--- src/rtl/vpifo_task_dispatcher.sv ---
// Sequenced push/pop front-end for a bank of PIFO RPUs (RPU 0 holds the root tree).
// Pushes are queued and fanned out to root + owning RPU; pops run root-then-subtree via a handshaked FSM.
module vpifo_task_dispatcher #(
  parameter int PTW      = 16,
  parameter int MTW      = 8,
  parameter int TREE_NUM = 8,
  parameter int RPU_NUM  = 4,
  parameter int CTW      = 10,
  parameter int IQ_DEPTH = 4,
  localparam int DW  = MTW + PTW,
  localparam int TNB = $clog2(TREE_NUM),
  localparam int RNB = $clog2(RPU_NUM)
) (
  input  logic                   i_clk,
  input  logic                   i_rst,
  input  logic                   i_push_valid,
  output logic                   o_push_ready,
  input  logic [TNB-1:0]         i_push_tree_id,
  input  logic [PTW-1:0]         i_push_priority,
  input  logic [DW-1:0]          i_push_data,
  output logic                   o_push_err,
  input  logic                   i_pop_req,
  output logic                   o_pop_ready,
  output logic                   o_pop_valid,
  output logic [TNB-1:0]         o_pop_tree_id,
  output logic [DW-1:0]          o_pop_data,
  output logic                   o_pop_empty,
  output logic [RPU_NUM-1:0]     o_rpu_push,
  output logic [RPU_NUM-1:0]     o_rpu_pop,
  output logic [RPU_NUM*TNB-1:0] o_rpu_tree_id,
  output logic [RPU_NUM*DW-1:0]  o_rpu_data,
  input  logic [RPU_NUM-1:0]     i_rpu_full,
  input  logic                   i_root_pop_valid,
  input  logic [DW-1:0]          i_root_pop_data,
  input  logic                   i_sub_pop_valid,
  input  logic [TNB-1:0]         i_sub_pop_tree_id,
  input  logic [DW-1:0]          i_sub_pop_data
);

  localparam int QAW = $clog2(IQ_DEPTH);
  localparam int QW  = TNB + PTW + DW;
  localparam int TTW = CTW + TNB;

  typedef enum logic [1:0] {IDLE, ROOT_WAIT, SUB_WAIT} pop_state_e;

  // Tree 0 is the root, so sub-trees spread over RPUs 1..RPU_NUM-1.
  function automatic logic [RNB-1:0] rpu_of(input logic [TNB-1:0] t);
    logic [TNB:0] v;
    v = (TNB+1)'(t) % (TNB+1)'(RPU_NUM - 1);
    v = v + (TNB+1)'(1);
    return v[RNB-1:0];
  endfunction

  // ingress queue
  logic [QW-1:0]  iq_mem [IQ_DEPTH];
  logic [QAW-1:0] wr_ptr, rd_ptr;
  logic [QAW:0]   iq_cnt;
  logic           enq, deq, push_acc, push_bad;
  logic [QW-1:0]  head;
  logic [TNB-1:0] head_tree;
  logic [PTW-1:0] head_prio;
  logic [DW-1:0]  head_data;
  logic [RNB-1:0] head_rpu;
  logic [DW-1:0]  root_word;

  // counters and FSM
  logic [CTW-1:0]      occ [TREE_NUM];
  logic [TREE_NUM-1:0] occ_up, occ_dn;
  logic [TTW-1:0]      total_q;
  pop_state_e          state_q, state_d;
  logic                root_issue, sub_issue, empty_hit, pop_done;
  logic [TNB-1:0]      sub_tree;
  logic [RNB-1:0]      sub_rpu;
  logic                dispatch, pop_conflict;
  logic                unused_root_bits;

  logic [RPU_NUM-1:0]          rpu_push_d, rpu_pop_d;
  logic [RPU_NUM-1:0][TNB-1:0] rpu_tid_d;
  logic [RPU_NUM-1:0][DW-1:0]  rpu_data_d;

  assign o_push_ready = !i_rst && (iq_cnt != (QAW+1)'(IQ_DEPTH));
  assign o_pop_ready  = !i_rst && (state_q == IDLE);
  assign push_acc     = i_push_valid && o_push_ready;
  assign push_bad     = push_acc && (i_push_tree_id == '0);
  assign enq          = push_acc && (i_push_tree_id != '0);

  assign head      = iq_mem[rd_ptr];
  assign head_tree = head[QW-1 -: TNB];
  assign head_prio = head[DW +: PTW];
  assign head_data = head[DW-1:0];
  assign head_rpu  = rpu_of(head_tree);

  always_comb begin
    root_word = '0;
    root_word[DW-1 -: TNB] = head_tree;
    root_word[PTW-1:0]     = head_prio;
  end

  assign sub_tree         = i_root_pop_data[DW-1 -: TNB];
  assign sub_rpu          = rpu_of(sub_tree);
  assign unused_root_bits = ^i_root_pop_data[DW-TNB-1:0];

  // A root pop always collides with a dispatch (both use RPU 0); pops win.
  assign pop_conflict = root_issue || (sub_issue && (sub_rpu == head_rpu));
  assign dispatch     = (iq_cnt != '0) && !i_rpu_full[0] && !i_rpu_full[head_rpu]
                      && (occ[head_tree] != '1) && !pop_conflict;
  assign deq          = dispatch;

  always_ff @(posedge i_clk) begin
    if (enq) iq_mem[wr_ptr] <= {i_push_tree_id, i_push_priority, i_push_data};
  end

  always_ff @(posedge i_clk) begin
    if (i_rst) begin
      wr_ptr <= '0;
      rd_ptr <= '0;
      iq_cnt <= '0;
    end else begin
      if (enq) wr_ptr <= wr_ptr + 1'b1;
      if (deq) rd_ptr <= rd_ptr + 1'b1;
      if (enq && !deq)      iq_cnt <= iq_cnt + 1'b1;
      else if (deq && !enq) iq_cnt <= iq_cnt - 1'b1;
    end
  end

  always_ff @(posedge i_clk) begin
    if (i_rst) state_q <= IDLE;
    else       state_q <= state_d;
  end

  always_comb begin
    state_d    = state_q;
    root_issue = 1'b0;
    sub_issue  = 1'b0;
    empty_hit  = 1'b0;
    pop_done   = 1'b0;
    case (state_q)
      IDLE: if (i_pop_req) begin
        if (total_q == '0) empty_hit = 1'b1;
        else begin
          root_issue = 1'b1;
          state_d    = ROOT_WAIT;
        end
      end
      ROOT_WAIT: if (i_root_pop_valid) begin
        sub_issue = 1'b1;
        state_d   = SUB_WAIT;
      end
      SUB_WAIT: if (i_sub_pop_valid) begin
        pop_done = 1'b1;
        state_d  = IDLE;
      end
      default: state_d = IDLE;
    endcase
  end

  always_comb begin
    for (int i = 0; i < TREE_NUM; i++) begin
      occ_up[i] = dispatch && (head_tree == TNB'(i));
      occ_dn[i] = pop_done && (i_sub_pop_tree_id == TNB'(i)) && (occ[i] != '0);
    end
  end

  always_ff @(posedge i_clk) begin
    if (i_rst) begin
      for (int i = 0; i < TREE_NUM; i++) occ[i] <= '0;
      total_q <= '0;
    end else begin
      for (int i = 0; i < TREE_NUM; i++) begin
        if (occ_up[i] && !occ_dn[i])      occ[i] <= occ[i] + 1'b1;
        else if (occ_dn[i] && !occ_up[i]) occ[i] <= occ[i] - 1'b1;
      end
      if (dispatch && !(pop_done && total_q != '0))      total_q <= total_q + 1'b1;
      else if (!dispatch && pop_done && total_q != '0)   total_q <= total_q - 1'b1;
    end
  end

  // Idle RPU lanes present tree 0 and all-ones data.
  always_comb begin
    rpu_push_d = '0;
    rpu_pop_d  = '0;
    rpu_tid_d  = '0;
    rpu_data_d = '1;
    if (dispatch) begin
      rpu_push_d[0]        = 1'b1;
      rpu_push_d[head_rpu] = 1'b1;
      rpu_data_d[0]        = root_word;
      rpu_data_d[head_rpu] = head_data;
      rpu_tid_d[head_rpu]  = head_tree;
    end
    if (root_issue) rpu_pop_d[0] = 1'b1;
    if (sub_issue) begin
      rpu_pop_d[sub_rpu] = 1'b1;
      rpu_tid_d[sub_rpu] = sub_tree;
    end
  end

  always_ff @(posedge i_clk) begin
    if (i_rst) begin
      o_rpu_push    <= '0;
      o_rpu_pop     <= '0;
      o_rpu_tree_id <= '0;
      o_rpu_data    <= '1;
      o_pop_valid   <= 1'b0;
      o_pop_tree_id <= '0;
      o_pop_data    <= '1;
      o_pop_empty   <= 1'b0;
      o_push_err    <= 1'b0;
    end else begin
      o_rpu_push    <= rpu_push_d;
      o_rpu_pop     <= rpu_pop_d;
      o_rpu_tree_id <= rpu_tid_d;
      o_rpu_data    <= rpu_data_d;
      o_pop_valid   <= pop_done;
      o_pop_tree_id <= pop_done ? i_sub_pop_tree_id : '0;
      o_pop_data    <= pop_done ? i_sub_pop_data : '1;
      o_pop_empty   <= empty_hit;
      o_push_err    <= push_bad;
    end
  end

endmodule

--- config.mk ---
export PLATFORM = sky130hd
export DESIGN_NAME = vpifo_task_dispatcher
export DESIGN_NICKNAME = d
export VERILOG_FILES = /design/src/rtl/vpifo_task_dispatcher.sv
export SDC_FILE = /design/constraint.sdc
export NUM_CORES = 1
export LEC_CHECK = 0
export ABC_CLOCK_PERIOD_IN_PS = 15200
export CAP_MARGIN = 15
export CORE_UTILIZATION = 30
export CTS_CLUSTER_SIZE = 10
export DETAILED_ROUTE_END_ITERATION = 7
export PLACE_DENSITY = 0.53
export SLEW_MARGIN = 20
export SYNTH_ARGS = -nofsm -noshare
export SYNTH_HDL_FRONTEND = slang
export SYNTH_SLANG_ARGS = --single-unit
--- constraint.sdc ---
create_clock -name i_clk -period 15.2 [get_ports i_clk]
set_input_delay 2.28 -clock i_clk [delete_from_list [all_inputs] [get_ports i_clk]]
set_output_delay 2.28 -clock i_clk [all_outputs]
set_load 0.05 [all_outputs]
==> results of run 1 <==
-- state kept, by name, summed over array words and instances, names as in the netlist, 3 cells and up, named ones only --
signal	cells
o_pop_tree_id	3
o_rpu_tree_id	12
o_rpu_pop	4
occ	80
o_rpu_push	4
o_rpu_data	96
o_pop_data	24
iq_cnt	3
total_q	13
iq_mem	172
-- logic make-up (layout without fill, tap and decap cells) --
logic type | Yosys count | in the layout
and+or+nand+nor | 515 | 515
DFF | 422 | 422
AOI/OAI and AO/OA | 224 | 224
buffers and inverters | 111 | 392
adders and majority gates | 93 | 93
muxes | 69 | 69
xor gates and xnor gates | 67 | 67
-- cell type report --
type / count / area share
sequential: 422 / 0.459
multi-input combinational: 968 / 0.319
timing repair buffer: 247 / 0.102
clock buffer: 89 / 0.0640
tap: 846 / 0.0443
inverter: 50 / 0.00785
clock inverter: 6 / 0.00393
-- synthesized netlist by cell type, drive strengths merged (9+ instances only) --
cell and n:
fa 9, nor4 16, a31oi 15, nand3 44, a21o 16, buf 24
nor2b 20, xnor2 45, clkbuf 37, nor2 76, o211ai 17, nor3 58
nand2b 99, mux2i 21, nand4b 10, and2 17, mux4 45, o31ai 12
a21oi 71, edfxtp 252, o21bai 17, xor2 22, or3 32, and3 14
nand4 20, dfxtp 170, inv 50, nor3b 14, ha 84, nand2 69
o21ai 15
-- routing by layer --
metal | GRT usage | vias up | wire [um]
met5 | 0 | - | 126
met4 | 0.0432 | 18 | 1030
met3 | 0.0468 | 91 | 3410
met2 | 0.233 | 297 | 21900
met1 | 0.184 | 6208 | 20600
li1 | - | 6105 | -
-- power by group through the flow --
| stage | Combinational, uW | Clock, uW | Sequential (uW) |
|---|---|---|---|
| after CTS | 1020 | 1200 | 1360 |
| final | 1000 | 1170 | 1360 |
| after floorplan | 667 | 0 | 1450 |
| after global placement | 1010 | 0 | 1380 |
| after global routing | 1100 | 1240 | 1370 |
| after detailed placement | 1010 | 0 | 1380 |
-- critical path: stages --
cell and delay [ns]:
sky130_fd_sc_hd__clkdlybuf4s50_1 0.62, sky130_fd_sc_hd__nand2b_1 0.17, sky130_fd_sc_hd__inv_1 0.05, sky130_fd_sc_hd__ha_1 0.20, sky130_fd_sc_hd__or3_1 0.47, sky130_fd_sc_hd__nand2_1 0.16
sky130_fd_sc_hd__inv_1 0.08, sky130_fd_sc_hd__ha_1 0.35, sky130_fd_sc_hd__nor2b_1 0.07, sky130_fd_sc_hd__a21boi_0 0.12, sky130_fd_sc_hd__o32ai_1 0.54, sky130_fd_sc_hd__o211ai_4 0.27
sky130_fd_sc_hd__o41ai_1 0.59, sky130_fd_sc_hd__nor2_1 0.33, sky130_fd_sc_hd__ha_1 0.37, sky130_fd_sc_hd__a21o_1 0.17, sky130_fd_sc_hd__a21oi_1 0.25, sky130_fd_sc_hd__o21bai_1 0.10
sky130_fd_sc_hd__a21oi_1 0.30, sky130_fd_sc_hd__o21a_1 0.22, sky130_fd_sc_hd__o211ai_1 0.13, sky130_fd_sc_hd__mux2_2 0.24, sky130_fd_sc_hd__nor2_1 0.04
-- worst paths after layout --
path | slack [ns] | cells past startpoint | end | from
setup reg to reg | 8.07 | 22 | occ[2][9] | flop
hold reg to reg | 0.50 | 2 | total_q[2] | total_q[2]
setup / recovery | 7.41 | 23 | occ[2][9] | i_root_pop_data[23]
hold / removal | 0.50 | 2 | total_q[2] | total_q[2]
-- through the flow --
step	power, uW	setup slack (ns)	area (um2)	cells
6_report	3530	7.41	23900	2628
3_3_place_gp	2380	6.85	22300	2533
4_1_cts	3580	7.45	23900	2628
2_1_floorplan	2120	7.98	19100	1501
3_5_place_dp	2390	6.80	22300	2533
5_1_grt	3710	6.99	23900	2628
==> impl_results.rst, run 1 <==
.. list-table::
   :header-rows: 1

   * - Metric
     - Value
   * - Result of the run
     - completed
   * - Flip-flop and latch area
     - 0.0110 mm2
   * - Highest ir drop seen on vdd
     - 0.0854 mV
   * - Post-synthesis instance total
     - 1501
   * - Netlist Area Pre-Place
     - 0.0191 mm2
   * - Number of buffers added to fix hold violations after cts
     - 0
   * - Skew final
     - 0.0336 ns
   * - Syn nets
     - 1698
   * - Proportion of total power due to net switching
     - 0.321
   * - Final Util
     - 0.380
   * - Transition time at the pin with the least slew margin
     - 1.07 ns
   * - Clock network power share
     - 0.331
   * - Category of the worst setup path capture point
     - flop
   * - Global route total overflow
     - 0
   * - Compound-Gate Fraction of Synth Area
     - 0.0826
   * - Routed wire per std cell
     - 17.9 um
   * - First-pass GRT wire length
     - 72700 um
   * - Pint
     - 2390 uW
   * - Share of the synthesized area in the top cell type
     - 0.397
   * - Floorplan Core Area
     - 0.0630 mm2
   * - Filler cell count
     - 6072
   * - Initial core utilization
     - 0.303
   * - Largest family of logic cells by synthesized area
     - simple AND/OR/NAND/NOR gates
   * - Combined global-route utilization of all metal layers
     - 0.145
   * - Count of yosys warnings during synthesis
     - 0
   * - Standard-cell row count
     - 92
   * - Smallest hold slack
     - 0.500 ns
   * - Data arrival, critical path
     - 8.13 ns
   * - Number of port buffers
     - 230
   * - Combinational fraction of design power
     - 0.285
   * - Synthesized flop and latch total
     - 422
   * - Avg Synthesized Cell Area
     - 12.7 um2
   * - Post-synthesis adder-cell area fraction
     - 0.0646
   * - Highest clock frequency the design can meet
     - 0.128 GHz
   * - Type of the worst setup path
     - in2reg
   * - Async set-reset flop share out of synthesis
     - 0
   * - Sequential Power Share
     - 0.385
   * - Final worst path period share
     - 0.513
   * - Area overhead of the layout relative to synthesis
     - 25.4%
   * - Die Span X
     - 254 um
   * - Die area
     - 0.0645 mm2
   * - Critical path data required time
     - 15.54 ns
   * - Number of inserted diodes
     - 0
   * - Fin crit period
     - 7.79 ns
   * - Total number of H-tree levels
     - 2
   * - Normalized max-slew margin
     - 0.284
   * - Multi-input combinational cell area
     - 0.00763 mm2
   * - Number of failing setup endpoints in the final timing report
     - 0
   * - Number of vias after detailed routing
     - 12700
   * - Leakage power
     - 0.00837 uW
   * - Net switching power
     - 1130 uW
   * - Clock-pin slew of the registers on the worst-case setup and hold paths
     - 0.06 ns
   * - Antenna Nets Post-Route
     - 0
   * - Top_reg_cell synth
     - sky130_fd_sc_hd__edfxtp_1
   * - Cell type with the largest total area after synthesis
     - sky130_fd_sc_hd__edfxtp_1
   * - Iter 0 DRT Violations
     - 601
   * - Unrepaired setup endpoints after global routing
     - no
   * - Insertion delay of the later-clocked pin in the worst-skew pair
     - 0.61 ns
   * - Buffers from clock root to sink, at most
     - 3
   * - Number of hold-slack violations in the final timing report
     - 0
   * - Xor-xnor portion of the synthesized cell area
     - 0.0324
   * - TritonCTS Sinks
     - 422
   * - Count of distinct cell types in the synthesized netlist
     - 82
   * - CTS tree
     - yes
   * - Resized cells post-CTS
     - 0
   * - Number of top-level pins
     - 252
   * - Cell chosen for the clock root
     - sky130_fd_sc_hd__clkbuf_16
   * - Biggest area contributors in the synthesized netlist
     - sky130_fd_sc_hd__edfxtp_1, sky130_fd_sc_hd__dfxtp_1, sky130_fd_sc_hd__ha_1
   * - Min-Delay Path Class
     - reg2reg
   * - Inserted Clock Buffers
     - 51
   * - Vertical die dimension
     - 254 um
   * - Routability cong.
     - 0.803
   * - Largest net degree at the start of global routing
     - 71
   * - Fin. max-slew vios
     - 0
   * - Leading cell type in the layout, fill and taps excluded
     - sky130_fd_sc_hd__edfxtp_1
   * - EDFF count, synth
     - 252
   * - WL final
     - 47100 um
   * - Ratio of total power to cell area
     - 148 mW/mm2
   * - Postcts setup bufs
     - 0
   * - DRC
     - 0
   * - Layout cells sized above 1
     - 0.100
   * - Critical Path Start Type
     - input pin
   * - Commonest cells after routing, fill and taps aside
     - sky130_fd_sc_hd__edfxtp_1, sky130_fd_sc_hd__clkdlybuf4s50_1, sky130_fd_sc_hd__dfxtp_1
   * - Multiplexer share of the synthesized area
     - 0.0660
   * - Proportion of synthesized chip area in sequential cells
     - 0.576
   * - Fraction of the mapped netlist area in simple logic gates
     - 0.154
   * - Antenna violations before repair
     - 9
   * - Vias in the first global route
     - 12900
   * - Number of maximum-capacitance constraint violations
     - 0
   * - Detail Placement HPWL
     - 30900 um
   * - Detailed-route vias per instance
     - 4.84
   * - CP Max Fanout
     - 9
   * - Sum of negative setup slack
     - 0 ns
   * - Initial DRT Pass Iterations
     - 5
   * - Net total in the final layout
     - 1937
No activity file was read; power rests on OpenSTA's default activity.
==> inputs of run 2 (changes only) <==
- ABC_CLOCK_PERIOD_IN_PS: 15200 -> 6600
- PLACE_DENSITY: 0.53 -> 0.54
- clock period: 15.2 -> 6.6 ns (I/O delays scaled with it)
==> impl_results.rst, run 2 (synthesis gave the netlist of run 1 again) <==
.. list-table::
   :header-rows: 1

   * - Metric
     - Value
   * - Commonest cells after routing, fill and taps aside
     - sky130_fd_sc_hd__edfxtp_1, sky130_fd_sc_hd__clkdlybuf4s50_1, sky130_fd_sc_hd__dfxtp_1 (unchanged)
   * - Cell chosen for the clock root
     - sky130_fd_sc_hd__clkbuf_16 (unchanged)
   * - Highest clock frequency the design can meet
     - 0.164 GHz
   * - Detailed-route vias per instance
     - 4.88 (was 4.84)
   * - CP cell instances
     - clkdlybuf4s50_1, nand2b_1, inv_1, ha_1, or3_1, nand2_1, inv_1, ha_1, nor2b_1, a21boi_0, o32ai_2, o211ai_4, buf_4, o41ai_1, nor2_1, ha_1, a21o_1, a21oi_1, o21bai_1, a21oi_1, o21a_1, o211ai_1, mux2_2, nor2_1 (was clkdlybuf4s50_1, nand2b_1, inv_1, ha_1, or3_1, nand2_1, inv_1, ha_1, nor2b_1, a21boi_0, o32ai_1, o211ai_4, o41ai_1, nor2_1, ha_1, a21o_1, a21oi_1, o21bai_1, a21oi_1, o21a_1, o211ai_1, mux2_2, nor2_1)
   * - Wire length the detailed router placed on met1
     - 22000 um (was 20600 um)
   * - WL final
     - 48400 um (was 47100 um)
   * - Largest net degree at the start of global routing
     - 69 (was 71)
   * - Highest ir drop seen on vdd
     - 0.205 mV (was 0.0854 mV)
   * - Total number of H-tree levels
     - 2 (unchanged)
   * - Initial DRT Pass Iterations
     - 5 (unchanged)
   * - Final worst path period share
     - 0.926
   * - Worst setup path endpoint
     - occ[2][9] (unchanged)
   * - Area overhead of the layout relative to synthesis
     - 26.4% (was 25.4%)
   * - Buffers from clock root to sink, at most
     - 3 (unchanged)
   * - Number of top-level pins
     - 252 (unchanged)
   * - Standard cell area after detailed placement
     - 0.0225 mm2 (was 0.0223 mm2)
   * - Ratio of total power to cell area
     - 340 mW/mm2 (was 148 mW/mm2)
   * - Standard-cell row count
     - 92 (unchanged)
   * - Number of port buffers
     - 230 (unchanged)
   * - Type of the worst setup path
     - in2reg (unchanged)
   * - Crit-path slowest cell
     - sky130_fd_sc_hd__nor2_1 (was sky130_fd_sc_hd__clkdlybuf4s50_1)
   * - Smallest hold slack
     - 0.493 ns (was 0.500 ns)
   * - Final Instance Area
     - 0.0241 mm2 (was 0.0239 mm2)
   * - Critical Path Start Type
     - input pin (unchanged)
   * - Delay of the slowest cell on the worst path
     - 0.64 ns (was 0.62 ns)
   * - Leading cell type in the layout, fill and taps excluded
     - sky130_fd_sc_hd__edfxtp_1 (unchanged)
   * - Transition time at the pin with the least slew margin
     - 0.806 ns (was 1.07 ns)
   * - Vertical die dimension
     - 254 um (unchanged)
   * - Min-Delay Path Class
     - reg2reg (unchanged)
   * - Detail Placement HPWL
     - 32600 um (was 30900 um)
   * - Iter 0 DRT Violations
     - 703 (was 601)
   * - Largest register by flop count
     - iq_mem (unchanged)
   * - Number of hold-slack violations in the final timing report
     - 0 (unchanged)
   * - Routability cong.
     - 0.795 (was 0.803)
   * - Gate family responsible for the most delay along the worst path
     - compound AO/OA/AOI/OAI gates (unchanged)
   * - Normalized max-slew margin
     - 0.457 (was 0.284)
   * - Top routing layer used
     - met5 (unchanged)
   * - Crit path launch
     - i_root_pop_data[23] (unchanged)
   * - Bufs and invs on worst path
     - 4 (was 3)
   * - Antenna violations before repair
     - 3 (was 9)
   * - Net total in the final layout
     - 1964 (was 1937)
   * - Critical Path Most Common Cell
     - sky130_fd_sc_hd__ha_1 (unchanged)
   * - DRC
     - 0 (unchanged)
   * - Floorplan Core Area
     - 0.0630 mm2 (unchanged)
   * - Result of the run
     - completed (unchanged)
   * - Die Span X
     - 254 um (unchanged)
   * - Fin. max-slew vios
     - 0 (unchanged)
   * - Combined global-route utilization of all metal layers
     - 0.148 (was 0.145)
   * - Final Worst Setup Slack
     - 0.487 ns (was 7.41 ns)
   * - Wire length on met3
     - 3600 um (was 3410 um)
   * - R2r worst-path depth
     - 23 (was 22)
   * - CTS tree
     - yes (unchanged)
   * - Critical path depth in cells
     - 24 (was 23)
   * - Antenna Nets Post-Route
     - 0 (unchanged)
   * - Largest registers
     - iq_mem: 172 flops, o_rpu_data: 96 flops, occ: 80 flops (unchanged)
   * - Global route total overflow
     - 0 (unchanged)
   * - Filler cell count
     - 6029 (was 6072)
   * - Flip-flop count of the largest register, all copies and words added
     - 172 (unchanged)
   * - Routed wire per std cell
     - 18.3 um (was 17.9 um)
   * - CP Max Fanout
     - 9 (unchanged)
   * - Skew final
     - 0.0232 ns (was 0.0336 ns)
   * - Worst setup slack after placement
     - -0.180 ns (was 6.80 ns)
   * - TritonCTS Sinks
     - 422 (unchanged)
   * - Vias in the first global route
     - 13000 (was 12900)
   * - Inserted Clock Buffers
     - 51 (unchanged)
   * - Number of failing setup endpoints in the final timing report
     - 0 (unchanged)
   * - Endpoint of the most critical register-to-register path
     - occ[2][9] (unchanged)
   * - Pwr Total
     - 8200 uW (was 3530 uW)
   * - Unrepaired setup endpoints after global routing
     - no (unchanged)
   * - Clock-pin slew of the registers on the worst-case setup and hold paths
     - 0.06 ns (about the same)
   * - Insertion delay of the later-clocked pin in the worst-skew pair
     - 0.60 ns (was 0.61 ns)
   * - Data arrival, critical path
     - 6.46 ns (was 8.13 ns)
   * - Category of the worst setup path capture point
     - flop (unchanged)
   * - Initial core utilization
     - 0.303 (unchanged)
   * - Layout cells sized above 1
     - 0.113 (was 0.100)
   * - Flop-to-flop setup slack
     - 0.61 ns (was 8.07 ns)
   * - Number of buffers added to fix hold violations after cts
     - 0 (unchanged)
   * - Routed length on met2
     - 22000 um (was 21900 um)
   * - Number of maximum-capacitance constraint violations
     - 0 (unchanged)
   * - Leakage power
     - 0.00849 uW (was 0.00837 uW)
   * - Fin crit period
     - 6.11 ns
   * - Number of inserted diodes
     - 0 (unchanged)
   * - Die area
     - 0.0645 mm2 (unchanged)
   * - First-pass GRT wire length
     - 74100 um (was 72700 um)
   * - Final Util
     - 0.383 (was 0.380)
   * - Critical path data required time
     - 6.94 ns (was 15.54 ns)
   * - Number of vias after detailed routing
     - 12900 (was 12700)
==> run 2: where the power goes <==
part           internal, uW  leakage, uW  switching (uW)  total, uW
combinational           983      0.00396            1410       2390
sequential             3000      0.00376             129       3130
clock                  1580     0.000768            1100       2680
total                  5560      0.00849            2640       8200
==> run 2: through the flow <==
step                std cells  setup TNS (ns)
CTS                      2653               0
finish                   2653               0
global placement         2560         -0.0993
floorplan                1501               0
global route             2653               0
detailed placement       2560          -0.344
==> run 2: what timing repair did <==
item / CTS / global route
resized for setup: 0 / 1
setup buffers: 0 / 0
setup endpoints to repair: 0 / 1
==> run 2: area by class of cell <==
cell class	count	area [um2]	area share
inverter	50	188	0.00779
multi-input combinational	968	7650	0.317
sequential	422	11000	0.456
timing repair buffer	274	2630	0.109
clock inverter	7	105	0.00436
tap	846	1060	0.0439
clock buffer	86	1490	0.0618
==> run 2: tightest hold or removal path, cell delays in order, from the launching register on <==
cell	delay, ns
sky130_fd_sc_hd__dfxtp_1	0.33
sky130_fd_sc_hd__inv_1	0.07
sky130_fd_sc_hd__a211oi_2	0.05
==> run 2: worst min-delay path by stage <==
stage               start    endpoint  slack (ns)  cells after the start
3_3_place_gp   total_q[2]  total_q[2]        0.48                      2
4_1_cts        total_q[2]  total_q[2]        0.50                      2
5_1_grt        total_q[2]  total_q[2]        0.51                      2
6_report       total_q[2]  total_q[2]        0.49                      2
3_5_place_dp   total_q[2]  total_q[2]        0.49                      2
2_1_floorplan  total_q[2]  total_q[2]        0.46                      2
==> run 2: routing by layer <==
metal	vias up	global-route usage
met5	-	0
li1	6162	-
met3	61	0.0422
met1	6366	0.197
met2	349	0.234
met4	4	0.0386
==> inputs of run 3 (changes only) <==
- MAX_ROUTING_LAYER: default -> met4
==> impl_results.rst, run 3 (synthesis gave the netlist of run 1 again) <==
.. list-table::
   :header-rows: 1

   * - Metric
     - Value
   * - Skew final
     - 0.0206 ns (was 0.0232 ns)
   * - Number of top-level pins
     - 252 (unchanged)
   * - Inserted Clock Buffers
     - 51 (unchanged)
   * - CTS tree
     - yes (unchanged)
   * - Worst min-delay path endpoint
     - total_q[2] (unchanged)
   * - Routability cong.
     - 0.806 (was 0.795)
   * - Global-route met3 utilization
     - 0.0409 (was 0.0422)
   * - Ratio of total power to cell area
     - 340 mW/mm2 (about the same)
   * - Insertion delay of the later-clocked pin in the worst-skew pair
     - 0.60 ns (about the same)
   * - Met2 track demand over resource
     - 0.234 (about the same)
   * - Leading cell type in the layout, fill and taps excluded
     - sky130_fd_sc_hd__edfxtp_1 (unchanged)
   * - Antenna violations before repair
     - 3 (unchanged)
   * - Highest ir drop seen on vdd
     - 0.205 mV (about the same)
   * - Critical Path Start Type
     - input pin (unchanged)
   * - Filler cell count
     - 6029 (unchanged)
   * - Number of buffers added to fix hold violations after cts
     - 0 (unchanged)
   * - Cell chosen for the clock root
     - sky130_fd_sc_hd__clkbuf_16 (unchanged)
   * - Vertical die dimension
     - 254 um (unchanged)
   * - Buffers from clock root to sink, at most
     - 3 (unchanged)
   * - Standard cell area after detailed placement
     - 0.0225 mm2 (unchanged)
   * - Net total in the final layout
     - 1964 (unchanged)
   * - Combined global-route utilization of all metal layers
     - 0.152 (was 0.148)
   * - Largest net degree at the start of global routing
     - 69 (unchanged)
   * - CP Max Fanout
     - 9 (unchanged)
   * - Detail Placement HPWL
     - 32600 um (unchanged)
   * - Standard-cell row count
     - 92 (unchanged)
   * - Unrepaired setup endpoints after global routing
     - no (unchanged)
   * - TritonCTS Sinks
     - 422 (unchanged)
   * - Layout cells sized above 1
     - 0.113 (unchanged)
   * - Vias in the first global route
     - 13000 (about the same)
   * - Number of hold-slack violations in the final timing report
     - 0 (unchanged)
   * - Flop-to-flop setup slack
     - 0.62 ns (was 0.61 ns)
   * - Largest registers
     - iq_mem: 172 flops, o_rpu_data: 96 flops, occ: 80 flops (unchanged)
   * - Normalized max-slew margin
     - 0.453 (was 0.457)
   * - Pwr Total
     - 8190 uW (was 8200 uW)
   * - Floorplan Core Area
     - 0.0630 mm2 (unchanged)
   * - Final Instance Area
     - 0.0241 mm2 (about the same)
   * - Die Span X
     - 254 um (unchanged)
   * - Die area
     - 0.0645 mm2 (unchanged)
   * - Global route total overflow
     - 0 (unchanged)
   * - Category of the worst setup path capture point
     - flop (unchanged)
   * - Layer with the highest usage
     - met2 (unchanged)
   * - DRC
     - 0 (unchanged)
   * - Number of vias after detailed routing
     - 12900 (about the same)
   * - Fin crit period
     - 6.13 ns (was 6.11 ns)
   * - Largest register by flop count
     - iq_mem (unchanged)
   * - Number of port buffers
     - 230 (unchanged)
   * - Highest clock frequency the design can meet
     - 0.163 GHz (was 0.164 GHz)
   * - Smallest hold slack
     - 0.494 ns (was 0.493 ns)
   * - R2r worst-path depth
     - 23 (unchanged)
   * - Min-Delay Path Class
     - reg2reg (unchanged)
   * - Commonest cells after routing, fill and taps aside
     - sky130_fd_sc_hd__edfxtp_1, sky130_fd_sc_hd__clkdlybuf4s50_1, sky130_fd_sc_hd__dfxtp_1 (unchanged)
   * - Final worst path period share
     - 0.929 (was 0.926)
   * - Critical path data required time
     - 6.94 ns (about the same)
   * - Number of maximum-capacitance constraint violations
     - 0 (unchanged)
   * - Clock-pin slew of the registers on the worst-case setup and hold paths
     - 0.06 ns (about the same)
   * - Sum of negative setup slack
     - 0 ns (unchanged)
   * - Area overhead of the layout relative to synthesis
     - 26.5% (was 26.4%)
   * - Initial core utilization
     - 0.303 (unchanged)
   * - Startpoint of the tightest hold check path
     - total_q[2] (unchanged)
   * - Endpoint of the most critical register-to-register path
     - occ[2][9] (unchanged)
   * - Detailed-route vias per instance
     - 4.87 (was 4.88)
   * - Fin. max-slew vios
     - 0 (unchanged)
   * - Result of the run
     - completed (unchanged)
   * - Data arrival, critical path
     - 6.47 ns (was 6.46 ns)
   * - Total number of H-tree levels
     - 2 (unchanged)
   * - Number of failing setup endpoints in the final timing report
     - 0 (unchanged)
   * - Antenna Nets Post-Route
     - 0 (unchanged)
   * - Leakage power
     - 0.00849 uW (about the same)
   * - WL final
     - 48200 um (was 48400 um)
   * - Transition time at the pin with the least slew margin
     - 0.818 ns (was 0.806 ns)
   * - Flip-flop count of the largest register, all copies and words added
     - 172 (unchanged)
   * - Iter 0 DRT Violations
     - 712 (was 703)
   * - Hold Path Stages
     - 2 (unchanged)
   * - Routed wire per std cell
     - 18.2 um (was 18.3 um)
   * - Initial DRT Pass Iterations
     - 5 (unchanged)
   * - First-pass GRT wire length
     - 74100 um (about the same)
   * - Type of the worst setup path
     - in2reg (unchanged)
   * - Met1 global-route usage
     - 0.198 (was 0.197)
-- run 3: worst max path at each step --
stage / to / depth (start not counted) / slack (ns) / start
after CTS: occ[2][9] / 24 / 0.45 / i_root_pop_data[23]
after global placement: occ[2][9] / 24 / -0.06 / i_root_pop_data[23]
after global routing: occ[2][9] / 24 / 0.12 / i_root_pop_data[23]
final: occ[2][9] / 24 / 0.47 / i_root_pop_data[23]
after floorplan: total_q[12] / 26 / 0.61 / flop
after detailed placement: occ[2][9] / 24 / -0.18 / i_root_pop_data[23]
-- run 3: critical path, stage by stage --
cell,delay (ns)
sky130_fd_sc_hd__clkdlybuf4s50_1,0.50
sky130_fd_sc_hd__nand2b_1,0.15
sky130_fd_sc_hd__inv_1,0.05
sky130_fd_sc_hd__ha_1,0.21
sky130_fd_sc_hd__or3_1,0.46
sky130_fd_sc_hd__nand2_1,0.15
sky130_fd_sc_hd__inv_1,0.08
sky130_fd_sc_hd__ha_1,0.34
sky130_fd_sc_hd__nor2b_1,0.15
sky130_fd_sc_hd__a21boi_0,0.26
sky130_fd_sc_hd__o32ai_2,0.15
sky130_fd_sc_hd__o211ai_4,0.20
sky130_fd_sc_hd__buf_4,0.23
sky130_fd_sc_hd__o41ai_1,0.12
sky130_fd_sc_hd__nor2_1,0.67
sky130_fd_sc_hd__ha_1,0.37
sky130_fd_sc_hd__a21o_1,0.18
sky130_fd_sc_hd__a21oi_1,0.22
sky130_fd_sc_hd__o21bai_1,0.10
sky130_fd_sc_hd__a21oi_1,0.27
sky130_fd_sc_hd__o21a_1,0.22
sky130_fd_sc_hd__o211ai_1,0.13
sky130_fd_sc_hd__mux2_2,0.24
sky130_fd_sc_hd__nor2_1,0.04
-- run 3: power breakdown --
group	leakage (uW)	switching, uW	internal (uW)
registers	0.00376	128	3000
clock network	0.000768	1100	1580
logic	0.00396	1400	983
-- run 3: final cells by class --
class / count / area [um2] / share of cell area
inverters: 50 / 188 / 0.00779
clock buffers: 86 / 1490 / 0.0618
repair buffers: 274 / 2630 / 0.109
multi-input cells: 968 / 7650 / 0.317
flip-flops and latches: 422 / 11000 / 0.455
clock inverters: 7 / 105 / 0.00436
diodes: 2 / 5.00 / 0.000208
well taps: 846 / 1060 / 0.0439
-- run 3: what timing repair did --
item / CTS / global route
hold endpoints to repair: 0 / 0
endpoints found under the setup margin: 0 / 1
buffers inserted: 0 / 0
resized for setup: 0 / 1
-- run 3: layer usage --
layer | wire length [um] | vias up
met5 | 0 | -
met4 | 858 | 0
met3 | 3650 | 59
met2 | 21800 | 369
met1 | 21900 | 6331
li1 | - | 6166
-- run 3: stage by stage --
stage,utilization,std cells,setup WS (ns)
finish,0.383,2655,0.472
global route,0.383,2655,0.120
CTS,0.382,2653,0.454
detailed placement,0.357,2560,-0.180
global placement,0.357,2560,-0.0639
floorplan,-,1501,0.605
